[src/rtl/cmd_rx_pkg.sv]
// cmd_rx_pkg: shared definitions for the FE-I4 serial command receiver.
// Holds the receiver state encoding, the decoded command type encoding,
// the header / field codes of the protocol and the length of each field.
package cmd_rx_pkg;

  typedef enum logic [2:0] {
    ST_IDLE   = 3'd0,
    ST_HEADER = 3'd1,
    ST_FIELD2 = 3'd2,
    ST_FIELD3 = 3'd3,
    ST_CHIPID = 3'd4,
    ST_ADDR   = 3'd5,
    ST_DATA   = 3'd6,
    ST_FEDATA = 3'd7
  } rx_state_e;

  typedef enum logic [3:0] {
    CMD_NONE         = 4'd0,
    CMD_LV1          = 4'd1,
    CMD_BCR          = 4'd2,
    CMD_ECR          = 4'd3,
    CMD_CAL          = 4'd4,
    CMD_RD_REG       = 4'd5,
    CMD_WR_REG       = 4'd6,
    CMD_WR_FE        = 4'd7,
    CMD_GLOBAL_RESET = 4'd8,
    CMD_GLOBAL_PULSE = 4'd9,
    CMD_RUN_MODE     = 4'd10
  } cmd_type_e;

  // Header codes (5 bits, first bit always 1)
  localparam logic [4:0] HDR_LV1  = 5'b11101;
  localparam logic [4:0] HDR_FAST = 5'b10110;

  // Second field of a fast/slow command
  localparam logic [3:0] F2_BCR  = 4'b0001;
  localparam logic [3:0] F2_ECR  = 4'b0010;
  localparam logic [3:0] F2_CAL  = 4'b0100;
  localparam logic [3:0] F2_SLOW = 4'b1000;

  // Third field selecting the slow command
  localparam logic [3:0] F3_RD_REG       = 4'b0001;
  localparam logic [3:0] F3_WR_REG       = 4'b0010;
  localparam logic [3:0] F3_WR_FE        = 4'b0100;
  localparam logic [3:0] F3_GLOBAL_RESET = 4'b1000;
  localparam logic [3:0] F3_GLOBAL_PULSE = 4'b1001;
  localparam logic [3:0] F3_RUN_MODE     = 4'b1010;

  // Field lengths in bits, in bit-counter width
  localparam logic [9:0] LEN_HEADER = 10'd5;
  localparam logic [9:0] LEN_FIELD2 = 10'd4;
  localparam logic [9:0] LEN_FIELD3 = 10'd4;
  localparam logic [9:0] LEN_CHIPID = 10'd4;
  localparam logic [9:0] LEN_ADDR   = 10'd6;
  localparam logic [9:0] LEN_DATA   = 10'd16;

endpackage

[src/rtl/cmd_rx.sv]
// cmd_rx: serial FE-I4 command receiver and decoder.
// Samples one command bit per BUS_CLK cycle (MSB first), frames trigger,
// fast and slow commands and presents each as a registered one-cycle record.
// Ports:
//   BUS_CLK        clock, one command bit per cycle
//   BUS_RST        synchronous active-high reset
//   CMD_DATA       serial command bit, idle line is 0
//   CMD_VALID      one-cycle pulse, record fields valid
//   CMD_TYPE       decoded command type (cmd_type_e)
//   CMD_CHIPID     chip ID of slow commands, 0 otherwise
//   CMD_ADDR       address / pulse width / run-mode field, 0 if absent
//   CMD_VALUE      WR_REG data, 0 otherwise
//   CMD_ERROR      one-cycle pulse on an unrecognised header or field
//   TRIGGER_COUNT  number of LV1 received, wraps
//   RX_BUSY        high while a command is being framed
module cmd_rx
  import cmd_rx_pkg::*;
#(
  parameter int FE_DATA_BITS  = 672,
  parameter int TRG_CNT_WIDTH = 16
) (
  input  logic                     BUS_CLK,
  input  logic                     BUS_RST,
  input  logic                     CMD_DATA,
  output logic                     CMD_VALID,
  output logic [3:0]               CMD_TYPE,
  output logic [3:0]               CMD_CHIPID,
  output logic [5:0]               CMD_ADDR,
  output logic [15:0]              CMD_VALUE,
  output logic                     CMD_ERROR,
  output logic [TRG_CNT_WIDTH-1:0] TRIGGER_COUNT,
  output logic                     RX_BUSY
);

  localparam logic [9:0]               LEN_FEDATA = 10'(FE_DATA_BITS);
  localparam logic [TRG_CNT_WIDTH-1:0] TRG_ONE    = TRG_CNT_WIDTH'(1);

  rx_state_e                state_r, state_s;
  logic [9:0]               cnt_r, cnt_s;
  logic [14:0]              sh_r, sh_s;
  cmd_type_e                kind_r, kind_s;
  logic [3:0]               chipid_r, chipid_s;
  logic [5:0]               addr_r, addr_s;

  logic                     valid_r, error_r, busy_r;
  cmd_type_e                type_r;
  logic [3:0]               ochip_r;
  logic [5:0]               oaddr_r;
  logic [15:0]              ovalue_r;
  logic [TRG_CNT_WIDTH-1:0] trg_r, trg_s;

  logic                     emit_s, err_s;
  cmd_type_e                etype_s;
  logic [3:0]               echip_s;
  logic [5:0]               eaddr_s;
  logic [15:0]              evalue_s;
  logic [15:0]              shifted_s;
  logic [9:0]               cnt_inc_s;
  logic [9:0]               len_s;

  // Field length of the field currently being received
  always_comb begin
    len_s = LEN_HEADER;
    case (state_r)
      ST_HEADER: len_s = LEN_HEADER;
      ST_FIELD2: len_s = LEN_FIELD2;
      ST_FIELD3: len_s = LEN_FIELD3;
      ST_CHIPID: len_s = LEN_CHIPID;
      ST_ADDR:   len_s = LEN_ADDR;
      ST_DATA:   len_s = LEN_DATA;
      ST_FEDATA: len_s = LEN_FEDATA;
      default:   len_s = LEN_HEADER;
    endcase
  end

  // Next-state, field capture and emission decode
  always_comb begin
    state_s   = state_r;
    cnt_s     = cnt_r;
    sh_s      = sh_r;
    kind_s    = kind_r;
    chipid_s  = chipid_r;
    addr_s    = addr_r;
    emit_s    = 1'b0;
    err_s     = 1'b0;
    etype_s   = kind_r;
    echip_s   = chipid_r;
    eaddr_s   = addr_r;
    evalue_s  = 16'h0000;
    trg_s     = trg_r;
    shifted_s = {sh_r, CMD_DATA};
    cnt_inc_s = cnt_r + 10'd1;

    if (state_r == ST_IDLE) begin
      if (CMD_DATA) begin
        // Start bit is the first header bit, so the header count starts at 1
        state_s  = ST_HEADER;
        cnt_s    = 10'd1;
        sh_s     = 15'h0001;
        kind_s   = CMD_NONE;
        chipid_s = 4'h0;
        addr_s   = 6'h00;
      end else begin
        state_s = ST_IDLE;
      end
    end else if (cnt_inc_s == len_s) begin
      // Last bit of the current field: shifter restarts for the next field
      cnt_s = 10'd0;
      sh_s  = 15'h0000;
      case (state_r)
        ST_HEADER: begin
          if (shifted_s[4:0] == HDR_LV1) begin
            emit_s  = 1'b1;
            etype_s = CMD_LV1;
            trg_s   = trg_r + TRG_ONE;
            state_s = ST_IDLE;
          end else if (shifted_s[4:0] == HDR_FAST) begin
            state_s = ST_FIELD2;
          end else begin
            err_s   = 1'b1;
            state_s = ST_IDLE;
          end
        end
        ST_FIELD2: begin
          state_s = ST_IDLE;
          case (shifted_s[3:0])
            F2_BCR:  begin emit_s = 1'b1; etype_s = CMD_BCR; end
            F2_ECR:  begin emit_s = 1'b1; etype_s = CMD_ECR; end
            F2_CAL:  begin emit_s = 1'b1; etype_s = CMD_CAL; end
            F2_SLOW: state_s = ST_FIELD3;
            default: err_s = 1'b1;
          endcase
        end
        ST_FIELD3: begin
          state_s = ST_CHIPID;
          case (shifted_s[3:0])
            F3_RD_REG:       kind_s = CMD_RD_REG;
            F3_WR_REG:       kind_s = CMD_WR_REG;
            F3_WR_FE:        kind_s = CMD_WR_FE;
            F3_GLOBAL_RESET: kind_s = CMD_GLOBAL_RESET;
            F3_GLOBAL_PULSE: kind_s = CMD_GLOBAL_PULSE;
            F3_RUN_MODE:     kind_s = CMD_RUN_MODE;
            default: begin
              err_s   = 1'b1;
              state_s = ST_IDLE;
            end
          endcase
        end
        ST_CHIPID: begin
          chipid_s = shifted_s[3:0];
          echip_s  = shifted_s[3:0];
          if (kind_r == CMD_GLOBAL_RESET) begin
            emit_s  = 1'b1;
            state_s = ST_IDLE;
          end else begin
            state_s = ST_ADDR;
          end
        end
        ST_ADDR: begin
          addr_s  = shifted_s[5:0];
          eaddr_s = shifted_s[5:0];
          case (kind_r)
            CMD_RD_REG, CMD_GLOBAL_PULSE, CMD_RUN_MODE: begin
              emit_s  = 1'b1;
              state_s = ST_IDLE;
            end
            CMD_WR_REG: state_s = ST_DATA;
            CMD_WR_FE:  state_s = ST_FEDATA;
            default: begin
              err_s   = 1'b1;
              state_s = ST_IDLE;
            end
          endcase
        end
        ST_DATA: begin
          emit_s   = 1'b1;
          evalue_s = shifted_s;
          state_s  = ST_IDLE;
        end
        ST_FEDATA: begin
          emit_s  = 1'b1;
          state_s = ST_IDLE;
        end
        default: begin
          err_s   = 1'b1;
          state_s = ST_IDLE;
        end
      endcase
    end else begin
      cnt_s = cnt_inc_s;
      sh_s  = shifted_s[14:0];
    end
  end

  // State register, field registers and registered output record
  always_ff @(posedge BUS_CLK) begin
    if (BUS_RST) begin
      state_r  <= ST_IDLE;
      cnt_r    <= 10'd0;
      sh_r     <= 15'h0000;
      kind_r   <= CMD_NONE;
      chipid_r <= 4'h0;
      addr_r   <= 6'h00;
      valid_r  <= 1'b0;
      error_r  <= 1'b0;
      busy_r   <= 1'b0;
      type_r   <= CMD_NONE;
      ochip_r  <= 4'h0;
      oaddr_r  <= 6'h00;
      ovalue_r <= 16'h0000;
      trg_r    <= '0;
    end else begin
      state_r  <= state_s;
      cnt_r    <= cnt_s;
      sh_r     <= sh_s;
      kind_r   <= kind_s;
      chipid_r <= chipid_s;
      addr_r   <= addr_s;
      valid_r  <= emit_s;
      error_r  <= err_s;
      busy_r   <= (state_s != ST_IDLE);
      trg_r    <= trg_s;
      if (emit_s) begin
        type_r   <= etype_s;
        ochip_r  <= echip_s;
        oaddr_r  <= eaddr_s;
        ovalue_r <= evalue_s;
      end else begin
        type_r   <= type_r;
        ochip_r  <= ochip_r;
        oaddr_r  <= oaddr_r;
        ovalue_r <= ovalue_r;
      end
    end
  end

  assign CMD_VALID     = valid_r;
  assign CMD_ERROR     = error_r;
  assign CMD_TYPE      = type_r;
  assign CMD_CHIPID    = ochip_r;
  assign CMD_ADDR      = oaddr_r;
  assign CMD_VALUE     = ovalue_r;
  assign TRIGGER_COUNT = trg_r;
  assign RX_BUSY       = busy_r;

endmodule

[config.mk]
export PLATFORM = sky130hd
export DESIGN_NAME = cmd_rx
export DESIGN_NICKNAME = d
export VERILOG_FILES = /design/src/rtl/cmd_rx_pkg.sv /design/src/rtl/cmd_rx.sv
export SDC_FILE = /design/constraint.sdc
export NUM_CORES = 1
export LEC_CHECK = 0
export BUFFER_PORTS_ARGS = -buffer_cell sky130_fd_sc_hd__buf_4
export CORE_ASPECT_RATIO = 0.5
export CORE_MARGIN = 8
export CORE_UTILIZATION = 30
export CTS_BUF_LIST = sky130_fd_sc_hd__clkbuf_8
export DETAILED_ROUTE_END_ITERATION = 10
export PLACE_DENSITY = 0.48
export SYNTH_ARGS = -nofsm -noshare
export SYNTH_HDL_FRONTEND = slang
export SYNTH_SLANG_ARGS = --single-unit
export TNS_END_PERCENT = 100
[constraint.sdc]
create_clock -name BUS_CLK -period 3.5 [get_ports BUS_CLK]
set_input_delay 1.05 -clock BUS_CLK [delete_from_list [all_inputs] [get_ports BUS_CLK]]
set_output_delay 1.05 -clock BUS_CLK [all_outputs]
set_load 0.05 [all_outputs]
==> results.md <==
* Status: complete, no violations
* TritonRoute pass-1 iters at 5
* Antenna cells at 0
* H-tree depth at 3
* Synth Net Count at 577
* Worst Setup Start Kind: flip-flop
* Top-level port count at 52
* RSZ-0062 raised after global routing: false
* CTS buffer count at 9
* Final hold viol count at 0
* Initial antenna violation count at 0
* CTS tree: built
* Share of cells above drive strength 1 at 0.1805
* Worst setup path category: reg2reg
* Fin nets at 615
* Worst reg-to-reg path cell count at 7
* Final period util at 0.8465
* Post-Synth Adder-Cell Area at 0.005402
* CTS resizes at 0
* Leak pwr at 2.018 nW
* Global-route wire length before repair at between 20 and 25 mm
* Worst stage delay on the critical path at 0.60 ns
* Final min period at 2.963 ns
* CP Capture Type: flip-flop
* Final wirelength at 12.69 mm
* Critical path launch point: cnt_r[3]
* Post-synthesis xor/xnor area fraction at 0.01702
* Synthesis-to-layout area growth at 16.67%
* Worst hold path class: reg2reg
* Seq/Total Area, Yosys at 0.3933
* Die ar. at between 15,000 and 20,000 um^2
* Post-CTS setup buffers at 0
* Starting density of the core at 0.3036
* Vias/cell at 5.115
* Core area at 15,250 um^2
* Share of the synthesized area in the top cell type at 0.3933
* Asr flop ratio synth at 0
* Post-route DRC at 0
* Clock Tree Buf Depth at 2
* Post-synthesis compound-gate area fraction at 0.1748
* Worst r2r src: cnt_r[3]
* Leading cell type in the layout, fill and taps excluded: dfxtp_1
* Chip width at 191.7 um
* DPL Wire Length at 9.060 mm
* Post-synthesis mux area share at 0.05916
* Synth top area cells: dfxtp_1 39%, nand2_1 5.4%, nor2_1 5.3%
* CP max FO at 12
* CTS sink cnt at 91
* Largest family of logic cells by synthesized area: simple AND/OR/NAND/NOR gates
* Routed WL per cell at around 15 um
* Antenna-violating nets left at 0
* Synth Warn # at 0
* CP max-delay cell: dfxtp_1
* Number of synthesized flops with an enable pin at 0
* Distinct cells, synth at 65
* Pin count of the biggest net entering global routing at 50
* Cells after DPL at 803
* Final setup viols at 0
* Simple-gate portion of the synthesized area at 0.2920
* Reg clk slew, reported paths at 0.10 ns
* Via count of the first global-routing pass at 4,052
* Actual slew at the worst max-slew pin at 0.7887 ns
* Drt initial violations at 282
* Max Slew Vio Count at 0
* Post-Synthesis Cells at 572
* Max-cap violations at 0
* Via count at ~4.2k
* VDD IR max at between 150 and 200 uV
* GRT Total Usage at 0.1288
* Top_reg_cell synth: dfxtp_1
* Post-Synthesis Cell Area at 4632 um^2
* FP Rows at 32
* Max-slew headroom at 0.4742
* Yosys reg bits at slightly above 90
* R2R Setup Slk at between 0.5 and 0.6 ns
* Fin cells at 819
* Port bufs at 51
* CP arrival at approximately 3.2 ns
* RePlAce Congestion at 0.8505
* Worst Path Required at 3.76 ns
* Remaining Overflow, GRT at 0
* Reg-to-reg critical path endpoint: TRIGGER_COUNT[9]
* Worst path cell trace: nand4_1 > o31a_1 > a2111oi_0 > and4_1 > nand3_2 > nor4_1 > mux2_2
* Overall power at 0.001886 W
* Cell Pwr Density at approximately 350 nW/um^2
* Die height at roughly 100 um
* Fin Setup TNS at 0 ns
* Worst skew pair latency at 0.37 ns
* Syn Area/Cell at 8.098 um^2
* Post-CTS Hold Buffers at 0
* Dominant cell type by area after synthesis: dfxtp_1
* Clock Skews at roughly 0.016 ns
* CTS root buffer: clkbuf_8
* Commonest cells after routing, fill and taps aside: 91 x dfxtp_1, 73 x buf_4, 67 x nand2_1, 66 x nor2_1
* Crit path to: TRIGGER_COUNT[9]
* Fmax at 337.5 MHz
cell usage after synthesis (all sizes together) (2+ instances only):
cell / number
buf: 18
xnor2: 4
a22oi: 17
o22ai: 2
nor2: 66
and2: 3
and3: 7
nand3b: 6
nand3: 38
nand2: 68
and3b: 2
mux2i: 15
nand4b: 3
o211ai: 5
mux2: 11
nand2b: 4
and4: 5
or3: 7
a31oi: 9
a21o: 2
nand4: 10
a211oi: 3
nor4: 7
a21oi: 36
nor3: 10
clkbuf: 28
dfxtp: 91
o21ai: 26
inv: 13
a221oi: 2
xor2: 5
a22o: 6
nor2b: 16
or4: 4
ha: 2
cell families after synthesis:
group	count (synthesis)
AND/OR/NAND/NOR	261
AO/OA/AOI/OAI	124
flip-flops	91
buffers and inverters	59
multiplexers	26
XOR/XNOR	9
adder cells (fa/ha/maj)	2
area by class of cell:
cell class | instances | area [um^2]
flip-flops and latches | 91 | 1822
inverters | 13 | 48.80
well taps | 204 | 255.2
multi-input cells | 422 | 2540
clock inverters | 7 | 66.31
fillers | 1569 | 9851
repair buffers | 73 | 548.0
clock buffers | 9 | 123.9
report_power, final:
part,switching (W),internal (W)
logic,0.0000835,0.0000339
registers,0.0000137,0.00104
clock network,0.000437,0.000278
total,0.000534,0.00135
worst min path at each step:
stage	from	to	slack, ns	depth (start not counted)
after floorplan	chipid_r[1]	chipid_r[1]	0.43	2
after global placement	CMD_VALUE[9]	CMD_VALUE[9]	0.44	2
after detailed placement	CMD_VALUE[9]	CMD_VALUE[9]	0.45	2
after CTS	CMD_VALUE[0]	CMD_VALUE[0]	0.46	2
after global routing	CMD_VALUE[14]	CMD_VALUE[14]	0.48	2
final	CMD_VALUE[2]	CMD_VALUE[2]	0.46	2
per-layer routing:
metal  share of wire  GRT usage  routed length, um  vias up
met5               0          0                  0        -
li1                -          -                  -     2117
met2            0.44     0.1974               5537       76
met1            0.51     0.1804               6527     1990
met4          0.0067    0.02896                 85        0
met3           0.042    0.02878                536        6
stage by stage:
stage	utilization	instance area [um^2]	setup slack [ns]	hold WS [ns]
2_1_floorplan	-	4632	0.6082	0.4335
3_3_place_gp	0.3418	5214	0.5292	0.4417
3_5_place_dp	0.3418	5214	0.4590	0.4453
4_1_cts	0.3542	5404	0.5484	0.4608
5_1_grt	0.3542	5404	0.2415	0.4805
6_report	0.3542	5404	0.5371	0.4568
state kept, by name (all words and copies together) (netlist names), 6 cells and up:
signal / cells
CMD_ADDR: 6
CMD_VALUE: 16
TRIGGER_COUNT: 16
addr_r: 6
cnt_r: 10
sh_r: 15
worst max-delay path: cells and delay by family, from the launching register on:
| family | cells | cell delay [ns] |
|---|---|---|
| compound gates | 2 | 0.66 |
| flops | 1 | 0.60 |
| mux | 1 | 0.37 |
| simple gates | 4 | 1.23 |
Power figures use the tool's default switching activity.
